### config.mk
export PLATFORM = sky130hd
export DESIGN_NAME = program_loader
export DESIGN_NICKNAME = d
export VERILOG_FILES = /design/src/rtl/program_loader.sv
export SDC_FILE = /design/constraint.sdc
export NUM_CORES = 1
export LEC_CHECK = 0
export ABC_AREA = 1
export ABC_CLOCK_PERIOD_IN_PS = 1900
export CORE_MARGIN = 2
export CORE_UTILIZATION = 40
export DETAILED_ROUTE_END_ITERATION = 6
export GPL_ROUTABILITY_DRIVEN = 0
export PLACE_DENSITY_LB_ADDON = 0.12
export SLEW_MARGIN = 20
export SYNTH_ARGS = -nofsm -noshare
export SYNTH_HDL_FRONTEND = slang
export SYNTH_SLANG_ARGS = --single-unit
### constraint.sdc
create_clock -name clk -period 1.9 [get_ports clk]
set_input_delay 0.38 -clock clk [delete_from_list [all_inputs] [get_ports clk]]
set_output_delay 0.38 -clock clk [all_outputs]
set_load 0.02 [all_outputs]
### src/rtl/program_loader.sv
// Host-side program loader: buffers a program image from a byte source, then
// walks the CPU control block through programming mode one byte per
// instruction cycle and releases it into normal execution at PC 0.
//
// state  | meaning
// -------+-------------------------------------------------------------
// IDLE   | after reset; CPU held in reset, waiting for start
// FILL   | accepting host bytes into the buffer, CPU held in reset
// ARM    | CPU released, waiting for its first T0 (cpu_ready)
// LOAD   | programming=1, presenting buf[idx], counting RAM writes
// EXIT   | all bytes written, waiting for T0 to leave programming mode
// RUN    | CPU executing the loaded image; start begins a reload
module program_loader #(
  parameter int PROG_LEN = 16,
  parameter int ADDR_W   = 4
) (
  input  logic       clk,
  input  logic       reset,
  input  logic       start,
  input  logic [7:0] host_data,
  input  logic       host_valid,
  output logic       host_ready,
  output logic       cpu_resetn,
  output logic       programming,
  output logic [7:0] prog_data,
  input  logic       cpu_ready,
  input  logic       cpu_read,
  input  logic       cpu_done_load,
  output logic       busy,
  output logic       loaded,
  output logic       error
);

  typedef enum logic [2:0] {
    S_IDLE,
    S_FILL,
    S_ARM,
    S_LOAD,
    S_EXIT,
    S_RUN
  } state_t;

  // Index of the final byte; PROG_LEN equals the buffer depth, so both the
  // fill count and the load index wrap back to 0 after it.
  localparam logic [ADDR_W-1:0] LAST = ADDR_W'(PROG_LEN - 1);

  state_t            state_q, state_d;
  logic [ADDR_W-1:0] count_q, count_d;
  logic [ADDR_W-1:0] idx_q, idx_d;
  logic              host_ready_q, host_ready_d;
  logic              cpu_resetn_q, cpu_resetn_d;
  logic              programming_q, programming_d;
  logic              loaded_q, loaded_d;
  logic              error_q, error_d;
  // Per-instruction-cycle protocol tracking while in LOAD.
  logic              read_seen_q, read_seen_d;
  logic              done_seen_q, done_seen_d;
  logic              ready_seen_q, ready_seen_d;

  // Image buffer; deliberately not reset.
  logic [7:0]        mem_q [0:PROG_LEN-1];
  logic              mem_we;

  // Next-state and output decisions for every FSM register.
  always_comb begin
    state_d       = state_q;
    count_d       = count_q;
    idx_d         = idx_q;
    host_ready_d  = host_ready_q;
    cpu_resetn_d  = cpu_resetn_q;
    programming_d = programming_q;
    loaded_d      = loaded_q;
    error_d       = error_q;
    read_seen_d   = read_seen_q;
    done_seen_d   = done_seen_q;
    ready_seen_d  = ready_seen_q;
    mem_we        = 1'b0;

    case (state_q)
      S_IDLE: begin
        // host_ready is still 0 here, so a byte offered alongside start
        // is never taken.
        if (start) begin
          state_d      = S_FILL;
          count_d      = '0;
          host_ready_d = 1'b1;
          error_d      = 1'b0;
        end
      end

      S_FILL: begin
        if (host_valid && host_ready_q) begin
          mem_we  = 1'b1;
          count_d = count_q + 1'b1;
          if (count_q == LAST) begin
            host_ready_d = 1'b0;
            cpu_resetn_d = 1'b1;
            state_d      = S_ARM;
          end
        end
      end

      S_ARM: begin
        // Enter programming mode on the T0 edge so programming is stable
        // for the whole of T1..T5.
        if (cpu_ready) begin
          programming_d = 1'b1;
          idx_d         = '0;
          read_seen_d   = 1'b0;
          done_seen_d   = 1'b0;
          ready_seen_d  = 1'b0;
          state_d       = S_LOAD;
        end
      end

      S_LOAD: begin
        if (cpu_read) begin
          read_seen_d = 1'b1;
        end
        if (cpu_ready) begin
          // A new instruction cycle without a RAM write in the previous one.
          if (ready_seen_q && !done_seen_q) begin
            error_d = 1'b1;
          end
          ready_seen_d = 1'b1;
          done_seen_d  = 1'b0;
          read_seen_d  = 1'b0;
        end
        if (cpu_done_load) begin
          if (!read_seen_q) begin
            error_d = 1'b1;
          end
          // Advance regardless so idx keeps tracking the CPU's PC.
          idx_d       = idx_q + 1'b1;
          done_seen_d = 1'b1;
          if (idx_q == LAST) begin
            state_d = S_EXIT;
          end
        end
      end

      S_EXIT: begin
        if (cpu_ready) begin
          programming_d = 1'b0;
          loaded_d      = 1'b1;
          state_d       = S_RUN;
        end
      end

      S_RUN: begin
        if (start) begin
          cpu_resetn_d  = 1'b0;
          programming_d = 1'b0;
          loaded_d      = 1'b0;
          count_d       = '0;
          host_ready_d  = 1'b1;
          error_d       = 1'b0;
          state_d       = S_FILL;
        end
      end

      default: begin
        state_d = S_IDLE;
      end
    endcase
  end

  // FSM registers with asynchronous active-high reset.
  always_ff @(posedge clk or posedge reset) begin
    if (reset) begin
      state_q       <= S_IDLE;
      count_q       <= '0;
      idx_q         <= '0;
      host_ready_q  <= 1'b0;
      cpu_resetn_q  <= 1'b0;
      programming_q <= 1'b0;
      loaded_q      <= 1'b0;
      error_q       <= 1'b0;
      read_seen_q   <= 1'b0;
      done_seen_q   <= 1'b0;
      ready_seen_q  <= 1'b0;
    end else begin
      state_q       <= state_d;
      count_q       <= count_d;
      idx_q         <= idx_d;
      host_ready_q  <= host_ready_d;
      cpu_resetn_q  <= cpu_resetn_d;
      programming_q <= programming_d;
      loaded_q      <= loaded_d;
      error_q       <= error_d;
      read_seen_q   <= read_seen_d;
      done_seen_q   <= done_seen_d;
      ready_seen_q  <= ready_seen_d;
    end
  end

  // Buffer write port, one byte per accepted host transfer.
  always_ff @(posedge clk) begin
    if (mem_we) begin
      mem_q[count_q] <= host_data;
    end
  end

  assign host_ready  = host_ready_q;
  assign cpu_resetn  = cpu_resetn_q;
  assign programming = programming_q;
  assign loaded      = loaded_q;
  assign error       = error_q;
  assign prog_data   = mem_q[idx_q];
  assign busy        = (state_q == S_FILL) || (state_q == S_ARM) ||
                       (state_q == S_LOAD) || (state_q == S_EXIT);

endmodule
==> flow_metrics.py <==
metrics = {
    "run_status": {
        "status": "finished with violations",
        "violations": "setup timing",
    },
    "floorplanning": {
        "fp.dieW_um": 129,
        "ios": 29,
        "rows": 45,
        "die_area_mm2": 0.0167,
        "start_util_pct": 41.2,
        "die_h_um": 129,
        "core_mm2": 0.0153,
    },
    "synth": {
        "synthesis.nets": 608,
        "synth_top_area_cell": "edfxtp_1",
        "synth_cell_types": 27,
        "synth_area_mm2": 0.00628,
        "synthTopCellsByArea": "edfxtp_1 (61%), nand2_1 (8.7%), dfrtp_1 (7.6%), nand3_1 (4.7%), nor2_1 (3.7%)",
        "ys_seq_area_share_pct": 68.7,
        "syn_inst": 588,
        "postSynthAreaPerCell_um2": 10.7,
        "synth-warning-count": 0,
        "yosys_register_bits": 147,
        "synth.top_cell.area_share_pct": 61.2,
    },
    "worst_setup_path": {
        "crit_fanout": 6,
        "r2r_setup_slack_ns": 0.08,
        "timing.rr.end": "mem_q[10][0]",
        "cp-end-kind": "output port",
        "start_kind": "flip-flop",
        "regToRegStartpoint": "state_q[2]",
        "cp.required_ns": 1.52,
        "cp.arrival_ns": 1.90,
        "crit_type": "flip-flop to output port",
        "rr_worst_depth": 7,
    },
    "sta": {
        "setup_viol": 8,
        "clock_skew_ns": 0.00957,
        "fin_ws_ns": -0.378,
        "tightestPinTransition_ns": 0.603,
        "max_freq_mhz": 439,
        "drv_slew": 0,
        "fin_setup_tns_ns": -2.67,
        "relSlewSlack_pct": 59.7,
        "finalHoldViolCount": 0,
        "rsz0062_at_grt": "true",
        "fin_crit_sh_pct": 120,
        "min_period_ns": 2.28,
    },
    "layout": {
        "insertedDiodeCount": 0,
        "final_cells": 897,
        "layout.cells.most_common": "nand2_1",
        "area_growth_pct": 27.3,
        "nFillCells": 1365,
        "fin_nets": 695,
        "drive_above_1_share_pct": 21.4,
        "seqCellArea_mm2": 0.00433,
        "final_cell_mix": "nand2_1 (142), edfxtp_1 (128), nor2_1 (55), nand3_1 (54), buf_4 (47)",
        "multi_input_area_mm2": 0.00175,
    },
    "global_routing": {
        "busiest_layer": "met2",
        "use_met1_pct": 28.6,
        "use_met2_pct": 31.2,
        "grtUsageTotal_pct": 20.4,
        "grt_pass1_vias": 4325,
        "grt_use_met3_pct": 4.87,
        "grt_overflow": 0,
        "grt_pass1_wl_um": 24700,
        "antenna_found_initial": 0,
        "grt_max_degree": 24,
    },
    "power_and_ir_drop": {
        "p_leak_uw": 0.00313,
        "power.density_mw_per_mm2": 1280,
        "power_frac_comb_pct": 34.1,
        "p_sw_uw": 3410,
        "ir_drop_uv": 709,
        "internal-power_uw": 6830,
        "pwr-share-clk_pct": 27.6,
        "p_seq_share_pct": 38.2,
        "p_sw_share_pct": 33.3,
    },
    "hold_path": {
        "hp-class": "input pin to asynchronous set/reset pin",
    },
    "cts": {
        "htreeDepth": 4,
        "cts_made_buffers": 17,
        "cts_tree": "built",
        "cts_hold_buf": 0,
        "clk_pin_slew_ns": 0.06,
        "root_buffer": "clkbuf_16",
        "cts.path.max_buffers": 2,
        "clkSinkCount": 147,
        "clk_latency_ns": 0.42,
    },
    "job": {
        "maxCapViolCount": 0,
    },
    "drt": {
        "ant_nets": 0,
        "routed_via_density": 5.00,
        "drt_pass1_iterations": 5,
        "drc": 0,
        "drt-total-wl_um": 16000,
        "post_drt_wl_per_cell_um": 17.8,
        "first_iter_violations": 433,
        "vias": 4488,
    },
    "placement": {
        "portBuffers": 28,
        "place_inst": 853,
        "place_ws_ns": -0.456,
        "dp_hpwl_um": 9960,
    },
}
stage by stage:
step	power, uW	utilization [%]	hold slack (ns)	area, um2
finish	10200	52.4	0.292	8000
global route	10800	52.4	0.321	8000
CTS	10100	51.9	0.285	7920
detailed placement	6870	46.8	0.489	7140
global placement	6840	46.8	0.474	7140
floorplan	5660	-	0.331	6280
registers in the layout, indices dropped and copies added, names as in the netlist:
name and count:
done_seen_q 1, count_q 4, programming 1, mem_q 128, ready_seen_q 1, host_ready 1
cpu_resetn 1, read_seen_q 1, state_q 3, error 1, loaded 1, idx_q 4
power groups by stage:
stage | Sequential [uW] | Clock (uW) | Combinational [uW]
6_report | 3910 | 2830 | 3500
3_5_place_dp | 3950 | 0 | 2910
4_1_cts | 3900 | 2880 | 3360
3_3_place_gp | 3940 | 0 | 2900
5_1_grt | 3950 | 3020 | 3850
2_1_floorplan | 3930 | 0 | 1740
metal layers:
layer,vias up,wire (um)
li1,2167,-
met1,2155,7310
met2,144,7500
met3,22,919
met4,0,252
met5,-,0
logic make-up (layout without fill, tap and decap cells):
logic type | Yosys count | count (layout) | share of synthesized area, %
AOI/OAI and AO/OA | 77 | 77 | 6.51
DFF | 147 | 147 | 68.7
buffers and inverters | 79 | 177 | 5.18
xor gates and xnor gates | 1 | 1 | 0.139
and+or+nand+nor | 279 | 279 | 18.4
adders and majority gates | 5 | 5 | 0.996
final cells by class:
class | instances | area share [%]
multi-input combinational | 362 | 21.9
inverter | 54 | 2.60
timing repair buffer | 93 | 12.1
clock buffer | 23 | 5.60
tap | 211 | 3.30
sequential | 147 | 54.1
clock inverter | 7 | 0.469
worst max path at each step:
stage | from | endpoint | slack, ns | depth (start not counted)
final | idx_q[0] | prog_data[5] | -0.38 | 9
after global routing | idx_q[0] | prog_data[5] | -0.44 | 9
after CTS | idx_q[0] | prog_data[2] | -0.36 | 9
after detailed placement | idx_q[1] | prog_data[0] | -0.46 | 9
after global placement | idx_q[1] | prog_data[0] | -0.47 | 9
after floorplan | state_q[2] | mem_q[0][0] | 0.11 | 6
critical path, cell delays in order (launching register included):
cell	delay, ns
dfrtp_2	0.49
buf_12	0.17
clkbuf_16	0.15
nor2_2	0.09
nor2_1	0.04
o21ai_1	0.07
nand3_1	0.15
nand2_1	0.13
nand2_2	0.06
buf_6	0.13
timing repair:
item,4_1_cts,5_1_grt
cloned,4,1
buffers inserted,8,1
gates resized for setup,78,14
pin swaps,13,9
endpoints found under the setup margin,9,43
hold endpoints to repair,0,0
synthesized netlist by cell type (all sizes together):
master  count
nor3        2
ha          5
a31oi       1
clkinv      1
inv        53
a21oi      28
clkbuf      4
o211ai      7
nand2     148
buf        21
nor2       68
o21ai      40
dfrtp      19
nand3      59
o22ai       1
xor2        1
nand4       2
edfxtp    128
Power figures use the tool's default switching activity.
==> patch: new RTL, same flow settings <==
The 6 states of `state_t` get a one-hot encoding in 6 bits.
--- a/src/rtl/program_loader.sv
+++ b/src/rtl/program_loader.sv
@@ -33,9 +33,9 @@
 
-  typedef enum logic [2:0] {
-    S_IDLE,
-    S_FILL,
-    S_ARM,
-    S_LOAD,
-    S_EXIT,
-    S_RUN
+  typedef enum logic [5:0] {
+    S_IDLE = 6'b000001,
+    S_FILL = 6'b000010,
+    S_ARM  = 6'b000100,
+    S_LOAD = 6'b001000,
+    S_EXIT = 6'b010000,
+    S_RUN  = 6'b100000
   } state_t;
Formal check against the unedited RTL: no difference found for any inputs over 10 cycles, from zero or initial values and one cycle with reset high; not proved beyond that.
==> patch against the original RTL <==
The flow still finishes with violations (setup timing). Clock skew fell by 4.9 ps. Worst setup slack got worse by 85 ps. Synthesized area rose by 3.9%. Register-to-register slack improved by 20 ps. Final area rose by 6.7%. Wire length rose by 2.8%. Fmax fell by 3.6%. Sequential cell count rose by 3. Global-route usage fell by 0.71 points. Highest routed layer unchanged.
Power is not compared: it rests on default switching activity, and its combinational part moved more than twofold at a synthesized area within 25%.
==> patch: results <==
[grt]
grt_pass1_vias = 4504
grt_max_degree = 27
grt_pass1_wl_um = 25800
grt_usage_pct = 19.7

[drt]
wl_per_cell_um = 17.7
drtIter0Drc = 372
drtPass1Iterations = 6
vias = 4602

[logic_synthesis]
synthesis.nets = 627
yosysWarnings = 0
synthArstFlopShare_pct = 14.7
synth_cell_types = 29

[setup_path]
worst-path-max-fanout = 14
r2r_end = "mem_q[4][0]"
reg2reg_depth = 8
arrival_ps = 1980
rr_startpoint = "state_q[5]"
endpoint = "prog_data[4]"

[timing]
fin_ws_ps = -462
whs_ps = 286
skew_ps = 4.63
fin_tns_setup_ps = -3370
setup_violations = 8

[placed_design]
dp_hpwl_um = 10300
pre_cts_slack_ps = -395

[outcome]
violations = "setup timing"
status = "finished, violations left"

[power]
p_leak_uw = 0.00339

[final_layout]
drive_gt1_share_pct = 26.7
-- patch: cell count changes after synthesis, moves of 5 or more --
| cell | before | now |
|---|---|---|
| nor3_1 | 1 | 65 |
| nand3_1 | 59 | 10 |
| nand2_1 | 146 | 128 |
| o21ai_1 | 23 | 5 |
| inv_1 | 39 | 54 |
| o21ai_0 | 17 | 31 |
| inv_2 | 14 | 8 |
| buf_4 | 2 | 7 |
-- patch: cells by family after synthesis --
family / synth area share, %
compound gates: 5.90
xor+xnor: 0.134
fa+ha+maj: 0.958
buf+inv: 5.92
flops: 67.3
simple gates: 19.7
-- patch: area by class of cell --
| type | instances | area, µm² |
|---|---|---|
| sequential | 150 | 4400 |
| clock buffer | 19 | 433 |
| tap | 216 | 270 |
| clock inverter | 13 | 178 |
| inverter | 63 | 236 |
| multi-input combinational | 368 | 1990 |
| timing repair buffer | 98 | 1020 |
| fill | 1414 | 7410 |
-- patch: routing by layer --
metal | vias to the layer above | GRT usage, % | part of all wire [%]
li1 | 2239 | - | -
met1 | 2243 | 26.9 | 46
met2 | 104 | 31.8 | 49
met3 | 16 | 3.54 | 4.0
met4 | 0 | 6.88 | 1.4
met5 | - | 0 | 0
-- patch: worst max-delay path: stages, from the launching register on --
cell and delay (ps):
dfrtp_4 570, nand2_8 140, buf_12 140, nor2_1 50, nor3_1 230, nand2_1 90
nand2_1 70, nand2_1 60, nand2_2 70, buf_6 120
-- patch: timing repair --
action / CTS / global route
gates cloned: 4 / 0
pin swaps: 22 / 21
resized for setup: 87 / 52
setup endpoints to repair: 17 / 130
setup buffers: 12 / 2
hold buffers: 0 / 0
-- patch: per-stage QoR --
stage	utilization (%)	area, µm²	std cells
floorplan	-	6530	607
global placement	46.6	7430	879
detailed placement	46.6	7430	879
CTS	52.6	8380	927
global route	53.5	8540	927
finish	53.5	8540	927
